<file path="config.mk">
export PLATFORM = sky130hd
export DESIGN_NAME = scan_seq38
export DESIGN_NICKNAME = d
export VERILOG_FILES = /design/src/rtl/scan_pkg.sv /design/src/rtl/scan_seq38_dwell_cnt.sv /design/src/rtl/scan_seq38.sv
export SDC_FILE = /design/constraint.sdc
export NUM_CORES = 1
export LEC_CHECK = 0
export ABC_AREA = 1
export CORE_AREA = 2 2 43 45
export CTS_BUF_LIST = sky130_fd_sc_hd__clkbuf_8 sky130_fd_sc_hd__clkbuf_16
export DETAILED_ROUTE_END_ITERATION = 16
export DIE_AREA = 0 0 45 47
export PLACE_DENSITY_LB_ADDON = 0.3
export SLEW_MARGIN = 20
export SYNTH_ARGS = -nofsm -noshare
export SYNTH_HDL_FRONTEND = slang
export SYNTH_HIERARCHICAL = 1
export SYNTH_SLANG_ARGS = --single-unit
</file>
<file path="constraint.sdc">
create_clock -name clk -period 3 [get_ports clk]
set_input_delay 0.6 -clock clk [delete_from_list [all_inputs] [get_ports clk]]
set_output_delay 0.6 -clock clk [all_outputs]
set_load 0.01 [all_outputs]
</file>
<file path="src/rtl/scan_pkg.sv">
// Shared state encoding, code width and code-advance helper for the scan_seq38 sequencer.
package scan_pkg;

    localparam int CODE_W = 3;

    typedef enum logic [0:0] {
        IDLE = 1'b0,
        RUN  = 1'b1
    } state_t;

    // Returns {wrap, next_code}; stepping up past last or down past 0 wraps around.
    function automatic logic [CODE_W:0] adv_code(
        input logic [CODE_W-1:0] code,
        input logic [CODE_W-1:0] last,
        input logic              down
    );
        logic [CODE_W:0] w_res;
        if (down) begin
            w_res = (code == '0) ? {1'b1, last} : {1'b0, code - CODE_W'(1)};
        end else begin
            w_res = (code >= last) ? {1'b1, {CODE_W{1'b0}}} : {1'b0, code + CODE_W'(1)};
        end
        return w_res;
    endfunction

endpackage

</file>
<file path="src/rtl/scan_seq38_dwell_cnt.sv">
// Dwell counter: holds a shadow copy of the dwell value and counts 0..shadow while enabled.
module dwell_cnt #(
    parameter int DWELL_W = 4
) (
    input  logic               clk,
    input  logic               rst_n,
    input  logic               i_load,
    input  logic [DWELL_W-1:0] i_dwell,
    input  logic               i_clear,
    input  logic               i_en,
    output logic               o_tc
);

    logic [DWELL_W-1:0] r_shadow;
    logic [DWELL_W-1:0] r_cnt;

    assign o_tc = (r_cnt == r_shadow);

    // Load takes priority so a fresh start always begins its first hold from zero.
    always_ff @(posedge clk or negedge rst_n) begin
        if (!rst_n) begin
            r_shadow <= '0;
            r_cnt    <= '0;
        end else if (i_load) begin
            r_shadow <= i_dwell;
            r_cnt    <= '0;
        end else if (i_clear) begin
            r_cnt <= '0;
        end else if (i_en) begin
            r_cnt <= o_tc ? '0 : r_cnt + DWELL_W'(1);
        end
    end

endmodule

</file>
<file path="src/rtl/scan_seq38.sv">
// 3-bit code scanner with dwell, single-step and wrap pulse.
// Optional macro SCAN_DOWN_EN adds a dir input for down-counting.
module scan_seq38
    import scan_pkg::*;
#(
    parameter int DWELL_W = 4,
    parameter int LAST    = 7
) (
    input  logic               clk,
    input  logic               rst_n,
    input  logic               start,
    input  logic               stop,
    input  logic               step,
    input  logic [DWELL_W-1:0] dwell,
`ifdef SCAN_DOWN_EN
    input  logic               dir,
`endif
    output logic               x,
    output logic               y,
    output logic               z,
    output logic               busy,
    output logic               wrap,
    output state_t             o_dbg_state
);

    localparam logic [CODE_W-1:0] LAST_CODE = CODE_W'(LAST);

    state_t            r_state;
    state_t            w_next_state;
    logic [CODE_W-1:0] r_code;
    logic              r_wrap;
    logic              w_load;
    logic              w_clear;
    logic              w_en;
    logic              w_tc;
    logic              w_advance;
    logic              w_down;
    logic [CODE_W:0]   w_adv;

`ifdef SCAN_DOWN_EN
    assign w_down = dir;
`else
    assign w_down = 1'b0;
`endif

    dwell_cnt #(
        .DWELL_W (DWELL_W)
    ) u_dwell_cnt (
        .clk     (clk),
        .rst_n   (rst_n),
        .i_load  (w_load),
        .i_dwell (dwell),
        .i_clear (w_clear),
        .i_en    (w_en),
        .o_tc    (w_tc)
    );

    assign w_adv = adv_code(r_code, LAST_CODE, w_down);

    always_ff @(posedge clk or negedge rst_n) begin
        if (!rst_n) begin
            r_state <= IDLE;
        end else begin
            r_state <= w_next_state;
        end
    end

    // start/stop/step are plain levels sampled every edge: stop beats start, start beats step.
    always_comb begin
        w_next_state = r_state;
        w_load       = 1'b0;
        w_clear      = 1'b0;
        w_en         = 1'b0;
        w_advance    = 1'b0;
        case (r_state)
            IDLE: begin
                if (!stop && start) begin
                    w_next_state = RUN;
                    w_load       = 1'b1;
                end else if (!start && step) begin
                    w_advance = 1'b1;
                end
            end
            RUN: begin
                if (stop) begin
                    w_next_state = IDLE;
                    w_clear      = 1'b1;
                end else begin
                    w_en      = 1'b1;
                    w_advance = w_tc;
                end
            end
            default: w_next_state = IDLE;
        endcase
    end

    always_ff @(posedge clk or negedge rst_n) begin
        if (!rst_n) begin
            r_code <= '0;
            r_wrap <= 1'b0;
        end else begin
            r_wrap <= w_advance & w_adv[CODE_W];
            if (w_advance) begin
                r_code <= w_adv[CODE_W-1:0];
            end
        end
    end

    assign {x, y, z}   = r_code;
    assign busy        = (r_state == RUN);
    assign wrap        = r_wrap;
    assign o_dbg_state = r_state;

endmodule

</file>
# ---- Word level (Yosys, flattened, before mapping)
# Index checks and enable logic that the tools add are counted.
dict set report totals {
  word_cells 32
  inputBits 9
  reg_bits 13
  output_inout_bits 6
}
dict set report op_classes {
  n_mux 16
  n_addsub 2
  bitwise 2
  n_eq_ne 1
  reduce_logical 5
  order_cmp 1
}
# cell count
set op_table {}
lappend op_table {{2-to-1 mux 4 bit} 5}
lappend op_table {{2-to-1 mux 1 bit} 9}
lappend op_table {{adder 4 x 1 -> 4 bit (second input constant)} 1}
lappend op_table {{== test 4 bit} 1}
lappend op_table {{case mux 1 bit (2 select lines)} 2}
lappend op_table {{adder 3 x 1 -> 3 bit (second input constant)} 1}
lappend op_table {{>= comparator 3 bit (second input constant)} 1}
lappend op_table {{nonzero test 3 bit} 1}
lappend op_table {{logical AND 1 bit} 2}
lappend op_table {{logical NOT 1 bit} 2}
lappend op_table {{AND 1 bit} 1}
lappend op_table {{inverter 1 bit} 1}

# ---- Depth between registers and ports, before layout
dict set report logic_depth {
  ltp_word 6
  mapped_depth 10
  mapped_depth_nobuf 10
}

# ---- Hierarchy
# Netlist, hierarchy kept.
# module area_per_inst_um2 seq_area_each_um2 instances cells_each
set modules_own_cells {}
lappend modules_own_cells {dwell_cnt 473.0 200.2 1 63}
lappend modules_own_cells {scan_seq38 302.8 125.1 1 37}

# ---- Worst setup path before layout
# No wires, ideal clock.
dict set report synth_timing {
  path_type {input -> register}
  startpoint {input port start}
  endpoint {register u_dwell_cnt.r_cnt[2]}
  slack_ns 1.572
  path_buffers 1
  arrival_ns 1.350
  t_required_ns 2.923
  setup_time_ns 0.077
  path_stages 8
  cell_sequence {inv_1 > nor3_1 > buf_6 > nor2_8 > nand2_4 > nand2_2 > xor2_1 > a21oi_1}
}
dict set report synth_between {
  elab_chain_len 4
  elab_cells_between_ends 5
  cone_classes {3 x mux; 2 x reduce/logical}
}
# item line_no
set synth_lines {}
lappend synth_lines {{start: declaration} scan_seq38.sv:11} ;# input logic start,
lappend synth_lines {{logical AND 1 bit *} scan_seq38.sv:77} ;# if (!stop && start) begin
lappend synth_lines {{2-to-1 mux 1 bit *} scan_seq38.sv:77}
lappend synth_lines {{2-to-1 mux 1 bit *} scan_seq38.sv:75} ;# case (r_state)
lappend synth_lines {{via w_load} scan_seq38.sv:32} ;# logic w_load;
lappend synth_lines {{nonzero test 3 bit (no source line) / 2-to-1 mux 4 bit (equally long branches)} n/a}
lappend synth_lines {{end signal: assignment} scan_seq38_dwell_cnt.sv:30} ;# r_cnt <= o_tc ? '0 : r_cnt + DWELL_W'(1);
lappend synth_lines {{end: declaration} scan_seq38_dwell_cnt.sv:15} ;# logic [DWELL_W-1:0] r_cnt;
# The timed path passes the listed nets; every way through them passes the cells marked *.
# A chain may end at the register's enable or synchronous reset.

# ---- Worst setup path in the final report
dict set report layout_timing {
  startpoint {register r_state (netlist: busy)}
  endpoint {output port busy}
}
# item line_no
set layout_lines {}
lappend layout_lines {{start: declaration} scan_seq38.sv:28} ;# state_t r_state;
lappend layout_lines {{start signal: assignment} scan_seq38.sv:64} ;# r_state <= w_next_state;
lappend layout_lines {{end: declaration} scan_seq38.sv:21} ;# output logic busy,
# No word-level cell between the ends.

==> summary.md <==
| Metric | Value |
|---|---|
| Status | `finished clean` |
| GR Layer Usage met2 | `0.257` |
| Slew @ Worst Pin | `588 ps` |
| DIE AREA | `roughly 2100 µm²` |
| Post-Syn Nets | `112` |
| Main synth FF type | `dfrtp_1` |
| Avg Inst Size Synth | `7.76 µm²` |
| Clock Tree Root | `clkbuf_8` |
| Post-CTS Setup Bufs | `0` |
| Design Area, Final | `971 µm²` |
| Crit path max fanout | `5` |
| Worst hold path class | `reg2reg` |
| Layout cells sized above 1 | `0.145` |
| Largest family of logic cells by synthesized area | `simple AND/OR/NAND/NOR gates` |
| Initial antenna violation count | `0` |
| CP required | `2400 ps` |
| Global-route wire length before repair | `around 2.5 mm` |
| FMAX | `547 MHz` |
| VDD IR max | `0.000353 V` |
| Diodes inserted | `0` |
| Met1 Use GR | `0.225` |
| Drt drc | `0` |
| Met3 Use GR | `0.0462` |
| Gpl congestion | `0.786` |
| FF-to-FF Start | `busy` |
| Vias in the first global route | `606` |
| Slew margin rel. | `0.607` |
| GRT overflow | `0` |
| Crit start category | `flip-flop` |
| CP peak stage delay | `570 ps` |
| Reported max-cap violation count | `0` |
| GRT busiest layer | `met2` |
| Drt first-iter violations | `7` |
| Final Setup Violations | `0` |
| Longest Clk Path Bufs | `2` |
| # IOs | `15` |
| Clock sink count | `13` |
| Critical Path Sink Type | `output port` |
| Later-pin clock latency in the skew report | `240 ps` |
| Via density | `4.70` |
| Number of hold buffers added after CTS | `0` |
| Compound-Gate Fraction of Synth Area | `0.0452` |
| Netlist cell types | `21` |
| Placement Rows | `15` |
| Placed Area | `around 930 µm²` |
| Leak pwr | `0.526 nW` |
| Hold endpoint | `u_dwell_cnt/r_cnt[3]` |
| Fraction of synthesized area in multiplexers | `0` |
| Critical path arrival | `1230 ps` |
| Post-CTS Resized | `0` |
| H-tree levels | `1` |
| Worst Clk Skew | `3.87 ps` |
| Number of flops mapped to enable cells by yosys | `0` |
| CTS tree | `yes` |
| Final Instance Count excl. Fillers | `134` |
| Pin count of the biggest net entering global routing | `14` |
| Placed Cells incl. Taps | `130` |
| DR vias | `630` |
| Yosys Warn Count | `6` |
| Hold Path Depth | `2` |
| Largest delay share family, worst path | `buffers and inverters` |
| Slowest cell on crit path | `clkdlybuf4s50_1` |
| Hold Vio Cnt, Final | `0` |
| Synth Area in Adders | `0.0484` |
| WL/cell | `10.1 µm` |
| Die H | `47 µm` |
| Layout Area Growth over Synthesis | `25.2%` |
| Filler Cell Count | `152` |
| Nets | `130` |
| Gate Count Post-Synth | `100` |
| R2R cell count | `7` |
| Final hold slack | `534 ps` |
| Total GRT Usage | `0.171` |
| Buf/Inv on CP | `1` |
| TritonCTS Buffers | `3` |
| Detailed Route WL | `around 1.4 mm` |
| I/O Buffers | `14` |
| Power per cell area | `605 nW/µm²` |
| Seq/Total Area, Yosys | `0.419` |
| Xor/xnor cell area share of the yosys netlist | `0.0113` |
| Final min period | `1830 ps` |
| Ys async rst share | `1.00` |
| Fin. max-slew vios | `0` |
| CP Cell Sequence | `clkdlybuf4s50_1` |
| Post-DP HPWL | `about 1.0 mm` |
| Chip width | `45 µm` |
| Initial core utilization | `0.470` |
| Register-to-register setup slack | `1660 ps` |
| Tot Pwr | `0.587 mW` |
| Critical path class | `reg2out` |
| Final ANT Viol Nets | `0` |
| Seq cells post-synth | `13` |
| Synthesized-area fraction occupied by and/or/nand/nor cells | `0.365` |
| Critical R2R Capture | `u_dwell_cnt/r_cnt[2]` |
| RSZ-0062 raised after global routing | `false` |
| Length of the first detailed-routing pass in iterations | `4` |
| Hold Crit Start | `u_dwell_cnt/r_cnt[3]` |
| CORE AREA | `approximately 1700 µm²` |
| Setup TNS | `0 ps` |
| Mapped Area | `slightly below 800 µm²` |
| Period utilisation layout | `0.609` |
| Reg clk slew, reported paths | `60 ps` |
metrics by stage:
step / setup slack, ps / util
2_1_floorplan: 1570 / -
3_3_place_gp: 1020 / 0.561
3_5_place_dp: 962 / 0.561
4_1_cts: 1160 / 0.588
5_1_grt: 1100 / 0.588
6_report: 1170 / 0.588
cell usage in the layout (no fill, tap or decap):
cell type / netlist / layout
buf_4: 1 / 1
inv_1: 14 / 15
nand2_4: 3 / 3
ha_1: 3 / 3
o21ai_1: 1 / 1
nor2_2: 1 / 1
xor2_1: 1 / 1
nor2_4: 1 / 1
a21oi_1: 2 / 2
nand2_2: 2 / 2
nand4_1: 2 / 2
o21ai_0: 4 / 4
nor2_1: 6 / 6
dfrtp_1: 13 / 13
nand3_1: 5 / 5
nor3_1: 1 / 1
nand3_2: 1 / 1
nor2_8: 1 / 1
clkdlybuf4s50_1: 0 / 14
clkbuf_8: 0 / 3
nand2_1: 33 / 33
inv_2: 4 / 4
where the power goes:
part | switching (mW) | internal, mW | leakage, nW
sequential | 0.0329 | 0.209 | 0.168
clock | 0.0597 | 0.0901 | 0.0269
combinational | 0.0988 | 0.0967 | 0.331
cell type report:
type	instances	area, µm²	share of cell area
Multi-Input combinational cell	67	364	0.375
Sequential cell	13	325	0.335
Timing Repair Buffer	15	148	0.152
Inverter	18	67.6	0.0696
Clock buffer	3	41.3	0.0425
Tap cell	17	21.3	0.0219
Clock inverter	1	3.75	0.00387
cell usage after synthesis (2+ instances only):
cell type | n | area, µm²
nand2_4 | 3 | 33.8
inv_2 | 4 | 15.0
inv_1 | 14 | 52.6
nand4_1 | 2 | 12.5
nand2_2 | 2 | 12.5
nand3_1 | 5 | 25.0
o21ai_0 | 4 | 20.0
dfrtp_1 | 13 | 325
nor2_1 | 6 | 22.5
nand2_1 | 33 | 124
a21oi_1 | 2 | 10.0
ha_1 | 3 | 37.5
sequential cells by signal, indices dropped and copies added, names as in the netlist:
register	cells
u_dwell_cnt/r_shadow	4
wrap	1
r_code	3
u_dwell_cnt/r_cnt	4
busy	1
routing by layer:
metal	wire, µm	part of all wire
met1	699	0.51
met5	0	0
met3	62	0.046
met4	18	0.013
met2	579	0.43
worst max-delay path by stage:
stage	startpoint	end	slack, ps	cells after the start
final	busy	busy	1170	1
after CTS	busy	busy	1160	1
after floorplan	start	u_dwell_cnt/r_cnt[2]	1570	8
after global placement	stop	u_dwell_cnt/r_cnt[2]	1020	8
after detailed placement	stop	u_dwell_cnt/r_cnt[2]	960	8
after global routing	busy	busy	1100	1
cell families (layout without fill, tap and decap cells):
group           after synthesis  after routing
buf+inv                      20             37
fa+ha+maj                     3              3
flops                        13             13
simple gates                 56             56
xor+xnor                      1              1
compound gates                7              7
Power figures use the tool's default switching activity.
